$ cat config.mk
export PLATFORM = sky130hd
export DESIGN_NAME = bist_fail_log
export DESIGN_NICKNAME = d
export VERILOG_FILES = /design/src/rtl/bist_fail_log.sv
export SDC_FILE = /design/constraint.sdc
export NUM_CORES = 1
export LEC_CHECK = 0
export ABC_AREA = 1
export BUFFER_PORTS_ARGS = -buffer_cell sky130_fd_sc_hd__buf_2
export CORE_MARGIN = 1.5
export CORE_UTILIZATION = 30
export DETAILED_ROUTE_END_ITERATION = 10
export SYNTH_ARGS = -nofsm -noshare
export SYNTH_HDL_FRONTEND = slang
export SYNTH_SLANG_ARGS = --single-unit
$ cat constraint.sdc
create_clock -name clk -period 3.6 [get_ports clk]
set_clock_uncertainty 0.2 [all_clocks]
set_input_delay 0 -clock clk [delete_from_list [all_inputs] [get_ports clk]]
set_output_delay 0 -clock clk [all_outputs]
set_load 0.01 [all_outputs]
$ cat src/rtl/bist_fail_log.sv
// bist_fail_log: collects BIST compare failures for one test session.
// Each failure is stored as {address, expected, actual} in a small
// first-word-fall-through FIFO that is drained through a valid/ready port.
// A saturating fail counter, a sticky overflow flag and busy/done status
// are kept alongside the FIFO.
// A session starts on the rising edge of NbarT and ends on its falling edge.
// Optional feature macro: BIST_FAIL_LOG_DEDUP_EN. When it is defined, a failure
// at the same address as the most recently pushed record is counted but not
// stored again.
module bist_fail_log #(
   parameter int SIZE   = 6,
   parameter int LENGTH = 8,
   parameter int DEPTH  = 4,
   parameter int CNT_W  = 10
) (
   input  logic              clk,
   input  logic              rst,
   input  logic              NbarT,
   input  logic              fail,
   input  logic [SIZE-1:0]   address,
   input  logic [LENGTH-1:0] expected,
   input  logic [LENGTH-1:0] actual,
   output logic              rd_valid,
   input  logic              rd_ready,
   output logic [SIZE-1:0]   rd_addr,
   output logic [LENGTH-1:0] rd_exp,
   output logic [LENGTH-1:0] rd_act,
   output logic [CNT_W-1:0]  fail_count,
   output logic              overflow,
   output logic              busy,
   output logic              done
);

   localparam int AW = $clog2(DEPTH);
   localparam int RW = SIZE + 2 * LENGTH;

   typedef enum logic [1:0] {IDLE, ARMED, DONE} state_t;

   state_t            state;
   logic              nbart_q;
   logic              rise;
   logic              fall;
   logic [AW:0]       wr_ptr;
   logic [AW:0]       rd_ptr;
   logic [RW-1:0]     mem [DEPTH];
   logic [RW-1:0]     head;
   logic              full;
   logic              empty;
   logic              capture;
   logic              dup;
   logic              pop;
   logic              push;
   logic              drop;

   assign rise = NbarT & ~nbart_q;
   assign fall = ~NbarT & nbart_q;

   // The pointers carry one extra wrap bit, so full and empty can be told apart
   // even though the address bits match in both cases.
   assign empty = (wr_ptr == rd_ptr);
   assign full  = (wr_ptr[AW-1:0] == rd_ptr[AW-1:0]) && (wr_ptr[AW] != rd_ptr[AW]);

   // The flush on a session start overrides any capture or pop in that cycle.
   assign capture = (state == ARMED) & NbarT & fail & ~rise;
   assign pop     = ~empty & rd_ready & ~rise;

`ifdef BIST_FAIL_LOG_DEDUP_EN
   logic              last_valid;
   logic [SIZE-1:0]   last_addr;

   assign dup = last_valid && (last_addr == address);

   // Remember the address of the last stored record; a session start forgets it.
   always_ff @(posedge clk or posedge rst) begin
      if (rst) begin
         last_valid <= 1'b0;
         last_addr  <= '0;
      end else if (rise) begin
         last_valid <= 1'b0;
      end else if (push) begin
         last_valid <= 1'b1;
         last_addr  <= address;
      end
   end
`else
   assign dup = 1'b0;
`endif

   // A pop in the same cycle frees a slot, so a full FIFO can still accept the
   // new record. A deduplicated capture is neither stored nor counted as dropped.
   assign push = capture & ~dup & (~full | pop);
   assign drop = capture & ~dup & full & ~pop;

   // The head entry is shown directly from storage, and the outputs read zero
   // when the FIFO is empty.
   assign head     = mem[rd_ptr[AW-1:0]];
   assign rd_valid = ~empty;
   assign {rd_addr, rd_exp, rd_act} = empty ? {RW{1'b0}} : head;

   // Register NbarT once so its edges can be detected.
   always_ff @(posedge clk or posedge rst) begin
      if (rst) begin
         nbart_q <= 1'b0;
      end else begin
         nbart_q <= NbarT;
      end
   end

   // Session FSM. busy and done are registered together with the state.
   always_ff @(posedge clk or posedge rst) begin
      if (rst) begin
         state <= IDLE;
         busy  <= 1'b0;
         done  <= 1'b0;
      end else begin
         case (state)
            IDLE: begin
               if (rise) begin
                  state <= ARMED;
                  busy  <= 1'b1;
                  done  <= 1'b0;
               end
            end
            ARMED: begin
               if (fall) begin
                  state <= DONE;
                  busy  <= 1'b0;
                  done  <= 1'b1;
               end
            end
            DONE: begin
               if (rise) begin
                  state <= ARMED;
                  busy  <= 1'b1;
                  done  <= 1'b0;
               end
            end
            default: begin
               state <= IDLE;
               busy  <= 1'b0;
               done  <= 1'b0;
            end
         endcase
      end
   end

   // FIFO pointers. A session start flushes the FIFO by resetting both pointers.
   always_ff @(posedge clk or posedge rst) begin
      if (rst) begin
         wr_ptr <= '0;
         rd_ptr <= '0;
      end else if (rise) begin
         wr_ptr <= '0;
         rd_ptr <= '0;
      end else begin
         if (push) begin
            wr_ptr <= wr_ptr + {{AW{1'b0}}, 1'b1};
         end
         if (pop) begin
            rd_ptr <= rd_ptr + {{AW{1'b0}}, 1'b1};
         end
      end
   end

   // Record storage. It needs no reset because the pointers decide which
   // entries are valid.
   always_ff @(posedge clk) begin
      if (push) begin
         mem[wr_ptr[AW-1:0]] <= {address, expected, actual};
      end
   end

   // Saturating fail counter and sticky overflow flag, both cleared at the
   // start of each session.
   always_ff @(posedge clk or posedge rst) begin
      if (rst) begin
         fail_count <= '0;
         overflow   <= 1'b0;
      end else if (rise) begin
         fail_count <= '0;
         overflow   <= 1'b0;
      end else begin
         if (capture && (fail_count != {CNT_W{1'b1}})) begin
            fail_count <= fail_count + {{(CNT_W-1){1'b0}}, 1'b1};
         end
         if (drop) begin
            overflow <= 1'b1;
         end
      end
   end

endmodule

-- Word level (Yosys, flattened, before mapping)
Memory sizes are Yosys's and may differ from the RTL's.
Index checks and enable logic that the tools add are counted.
- muxes and demuxes: 20
- equality and inequality tests: 8
- reduce and logical (&&, ||, !) cells: 9
- bitwise logic cells: 17
- add/sub/neg operators: 3
- operators with widths (kind ; count):
    22-bit 2-to-1 mux ; 1
    10-bit 2-to-1 mux ; 2
    3-bit 2-to-1 mux ; 4
    10-bit by 1-bit adder with 10-bit output (second input constant) ; 1
    1-bit AND ; 10
    10-bit != test (second input constant) ; 1
    1-bit 2-to-1 mux ; 8
    2-bit nonzero test ; 4
    3-bit by 1-bit adder with 3-bit output (second input constant) ; 2
    1-bit inverter ; 6
    2-bit 2-to-1 mux ; 2
    1-bit one-hot mux with 2 select lines ; 2
    2-bit one-hot mux with 2 select lines ; 1
    3-bit == test ; 1
    2-bit by 1-bit == test with 1-bit output (second input constant) ; 1
    2-bit == test ; 1
    2-bit == test (second input constant) ; 1
    1-bit logical AND ; 2
    2-bit logical NOT ; 1
    2-bit by 1-bit != test with 1-bit output (second input constant) ; 1
    2-bit != test (second input constant) ; 1
    2-bit AND reduction ; 1
    2-bit OR reduction ; 1
    1-bit != test ; 1
    1-bit OR ; 1
- register bits after elaboration: 22
- output and inout port bits: 36
- memories: 1
- memory bits (writable): 88
- memories (name ; depth ; bits a word ; read ports ; clocked after Yosys merged registers in ; wr ports ; line ; RTL):
    mem ; 4 ; 22 ; 1 ; 0 ; 1 ; 45 ; logic [RW-1:0] mem [DEPTH];

-- Logic depth before layout (Yosys ltp)
- depth in word-level cells: 8
- mapped depth: 10
- gate-level depth less buffers: 9

-- Worst setup path after synthesis
Ideal clock, no wire load.
- kind: reg-to-reg
- start: register rd_ptr[0]
- end: memory mem[0][0] in the netlist's numbering (enable)
- stages on the path, launching flop included: 9
- data required time: 2.999 ns
- slack: 1.103 ns
- setup time: 0.401 ns
- arrival: 1.897 ns
- cells stage by stage: dfrtp_1 buf_2 inv_2 nand2_1 nand2_1 nor2_2 o211ai_2 nand2_2 nor2_1
- cells in the longest elaborated chain, start to end: 8
- RTL lines (element ; line ; RTL):
    start, declared ; 44 ; logic [AW:0] rd_ptr;
    start signal, assigned ; 160 ; rd_ptr <= rd_ptr + {{AW{1'b0}}, 1'b1};
    3-bit == test ; 60 ; assign empty = (wr_ptr == rd_ptr);
    1-bit inverter ; 65 ; assign pop = ~empty & rd_ready & ~rise;
    1-bit AND (2 in series) ; 65 ;
    1-bit OR (*) ; 91 ; assign push = capture & ~dup & (~full | pop);
    1-bit AND (*) ; 91 ;
    1-bit 2-to-1 mux (*) ; 168 ; if (push) begin
    1-bit 2-to-1 mux (implied by the code) (*) ; 169 ; mem[wr_ptr[AW-1:0]] <= {address, expected, actual};
    end, declared ; 45 ;
Every way passes the cells marked *; elsewhere a longest branch is shown, timed or not.

-- Worst setup path in the final report
- start: register rd_ptr[1]
- end: memory mem[1][8] in the netlist's numbering (enable)
The elaborated chain is that of the path after synthesis.

==> impl_metrics.tcl <==
set metrics [dict create \
    status "finished, final reports clean" \
    setup_tns_ns 0 \
    cts.sinks 110 \
    final_cell_mix "88 x edfxtp_1, 68 x nand2_1, 62 x buf_2, 49 x nor2_1, 48 x o21ai_0" \
    crit_path_end_kind "flip-flop" \
    grt_max_degree 47 \
    worstPathArrival_ns 2.32 \
    die_x_um 128 \
    synth_area_sq_um 4720 \
    start_util_pct 30.9 \
    wl_per_cell_um 13.5 \
    period_share_pct 69.1 \
    gr-total-overflow 0 \
    cts.clk_slew.worst_paths_ns 0.07 \
    tightest_slew_ns 0.881 \
    fin_crit_ns 2.49 \
    p_leak_uw 0.00245 \
    synth_edf_count 88 \
    hp-class "primary input to flip-flop" \
    powerDensity_nw_per_um2 608 \
    drive_gt1_share_pct 20.5 \
    cap_violations 0 \
    h-tree-depth 3 \
    viasPerCell 4.48 \
    rows 45 \
    port_buffers 62 \
    slowest_delay_ns 0.42 \
    synth_cells 425 \
    vias 3266 \
    crit_type "flip-flop to flip-flop" \
    synthFlopType "edfxtp_1" \
    gp_congestion 0.876 \
    diodes 0 \
    start_kind "flip-flop" \
    dieHeight_um 128 \
    cp_slowest_cell "nor2_2" \
    numCtsBuffers 9 \
    slew_viol_final 0 \
    drt_first_pass_iters 4 \
    synth.distinct_cells 32 \
    mostFrequentLayoutCell "edfxtp_1" \
    max_freq_ghz 0.402 \
    hold_slack_ns 0.174 \
    wl_um 9850 \
    io_pins 63 \
    synth-async-reset-ratio_pct 20.0 \
    crit_chain "inv_2 -> nand2_1 -> nand2_1 -> nor2_2 -> o211ai_2 -> nand2_2 -> nor2_2 -> buf_4" \
    cts_tree "yes" \
    cp.required_ns 3.43 \
    die_area_sq_um 16500 \
    cts_buffer_depth 2 \
    ctsRootBufferMaster "clkbuf_16" \
    dp_hpwl_um 6550 \
    ys_ff_latch 110 \
    grt_pass1_vias 3126 \
    synth_nets 458 \
    antenna_found_initial 0 \
    syn2layout_area_growth_pct 23.4 \
    setup_viol 0 \
    relSlewSlack_pct 41.2 \
    syn_area_per_cell_sq_um 11.1 \
    coreArea_sq_um 15300 \
    yosysWarningCount 0 \
    hold_violations 0 \
    critPathMaxFanout 24 \
    postPlaceCellArea_sq_um 5280 \
    ant_nets 0 \
    rsz0062_at_grt "no" \
    utilization_pct 38.2 \
    final_area_sq_um 5830 \
    power_uw 3540 \
    fin_nets 547 \
    grt_pass1_wl_um 15900 \
    ys_seq_area_share_pct 67.6 \
    post-cts-setup-buffers 0 \
    insertion_delay_ns 0.34 \
    drc 0 \
    ir_drop_uv 332 \
    drtIter0Drc 178 \
    grtUsageTotal_pct 12.5 \
]
==> synthesized netlist by cell type, types with 2 or more instances <==
master    number  share of area (%)
ha_1           6                1.6
o21ai_1        6               0.64
nor3b_1        2               0.32
o21ai_2        2               0.37
inv_1         45                3.6
o22ai_1       22                2.9
nand3_1       14                1.5
a21oi_1        2               0.21
xor2_1         3               0.56
clkbuf_1       8               0.64
nor2_1        52                4.1
edfxtp_1      88                 56
dfrtp_1       22                 12
nand2_2        4               0.53
o21ai_0       48                5.1
nor2_2         4               0.53
inv_2          3               0.24
nand4_1        4               0.53
buf_2          8               0.85
nand2_1       68                5.4
o21bai_2       2               0.48
nand2_4        2               0.48
==> final timing paths <==
kind                                            start                        end  slack (ns)  cells past startpoint
worst min register to register   overflow$_DFFE_PP0P_       overflow$_DFFE_PP0P_        0.29                      2
worst min-delay path                            NbarT          nbart_q$_DFF_PP0_        0.17                      2
max in group asynchronous                         rst  fail_count[3]$_DFFE_PP0P_        2.46                      3
min in group asynchronous                         rst  fail_count[1]$_DFFE_PP0P_        0.19                      3
worst max-delay path            rd_ptr[1]$_DFFE_PP0P_        mem[1][8]$_DFFE_PP_        1.11                      8
worst max register to register  rd_ptr[1]$_DFFE_PP0P_        mem[1][8]$_DFFE_PP_        1.11                      8
==> cell type report <==
cell class,count,area [sq um]
Inverter,50,195
Sequential cell,110,3190
Timing Repair Buffer,95,623
Clock buffer,11,233
Fill cell,1494,9430
Clock inverter,4,55.1
Tap cell,211,264
Multi-Input combinational cell,248,1260
==> worst max-delay path: cells and delay by family, from the launching register on <==
kind,cells,cell delay [ns]
simple gates,5,0.84
compound gates,1,0.11
flops,1,0.39
buf+inv,2,0.63
==> routing by layer <==
metal / part of all wire (%) / vias up / GRT usage [%]
met3: 3.9 / 8 / 3.08
met2: 48 / 65 / 20.9
met4: 0.90 / 0 / 3.11
met1: 47 / 1569 / 16.4
li1: - / 1624 / -
met5: 0 / - / 0
==> registers in the layout, indices dropped and copies added, names as in the netlist <==
name and flops:
wr_ptr 3, mem 88, busy 1, fail_count 10
nbart_q 1, rd_ptr 3, overflow 1, state 2
done 1
==> cells by family after synthesis <==
logic type / Yosys count / share of synthesized area [%]
DFF: 110 / 67.6
adders and majority gates: 6 / 1.59
and+or+nand+nor: 154 / 14.2
buffers and inverters: 67 / 5.78
xor gates and xnor gates: 3 / 0.557
AOI/OAI and AO/OA: 85 / 10.3
==> stage by stage <==
stage	setup WS [ns]	instances
after floorplan	1.10	425
after global placement	1.13	688
after detailed placement	1.09	688
after CTS	1.07	729
after global routing	0.868	729
final	1.11	729
==> what timing repair did <==
action / 4_1_cts / 5_1_grt
hold buffers: 26 / 0
resized for setup: 0 / 0
endpoints found under the setup margin: 0 / 0
hold endpoints to repair: 119 / 0
==> power breakdown <==
group	switching (uW)	leakage, uW	total [uW]	internal (uW)
sequential	51.3	0.00109	1490	1440
combinational	698	0.00121	1070	372
clock	437	0.000142	980	543
No activity file was read; power rests on OpenSTA's default activity.
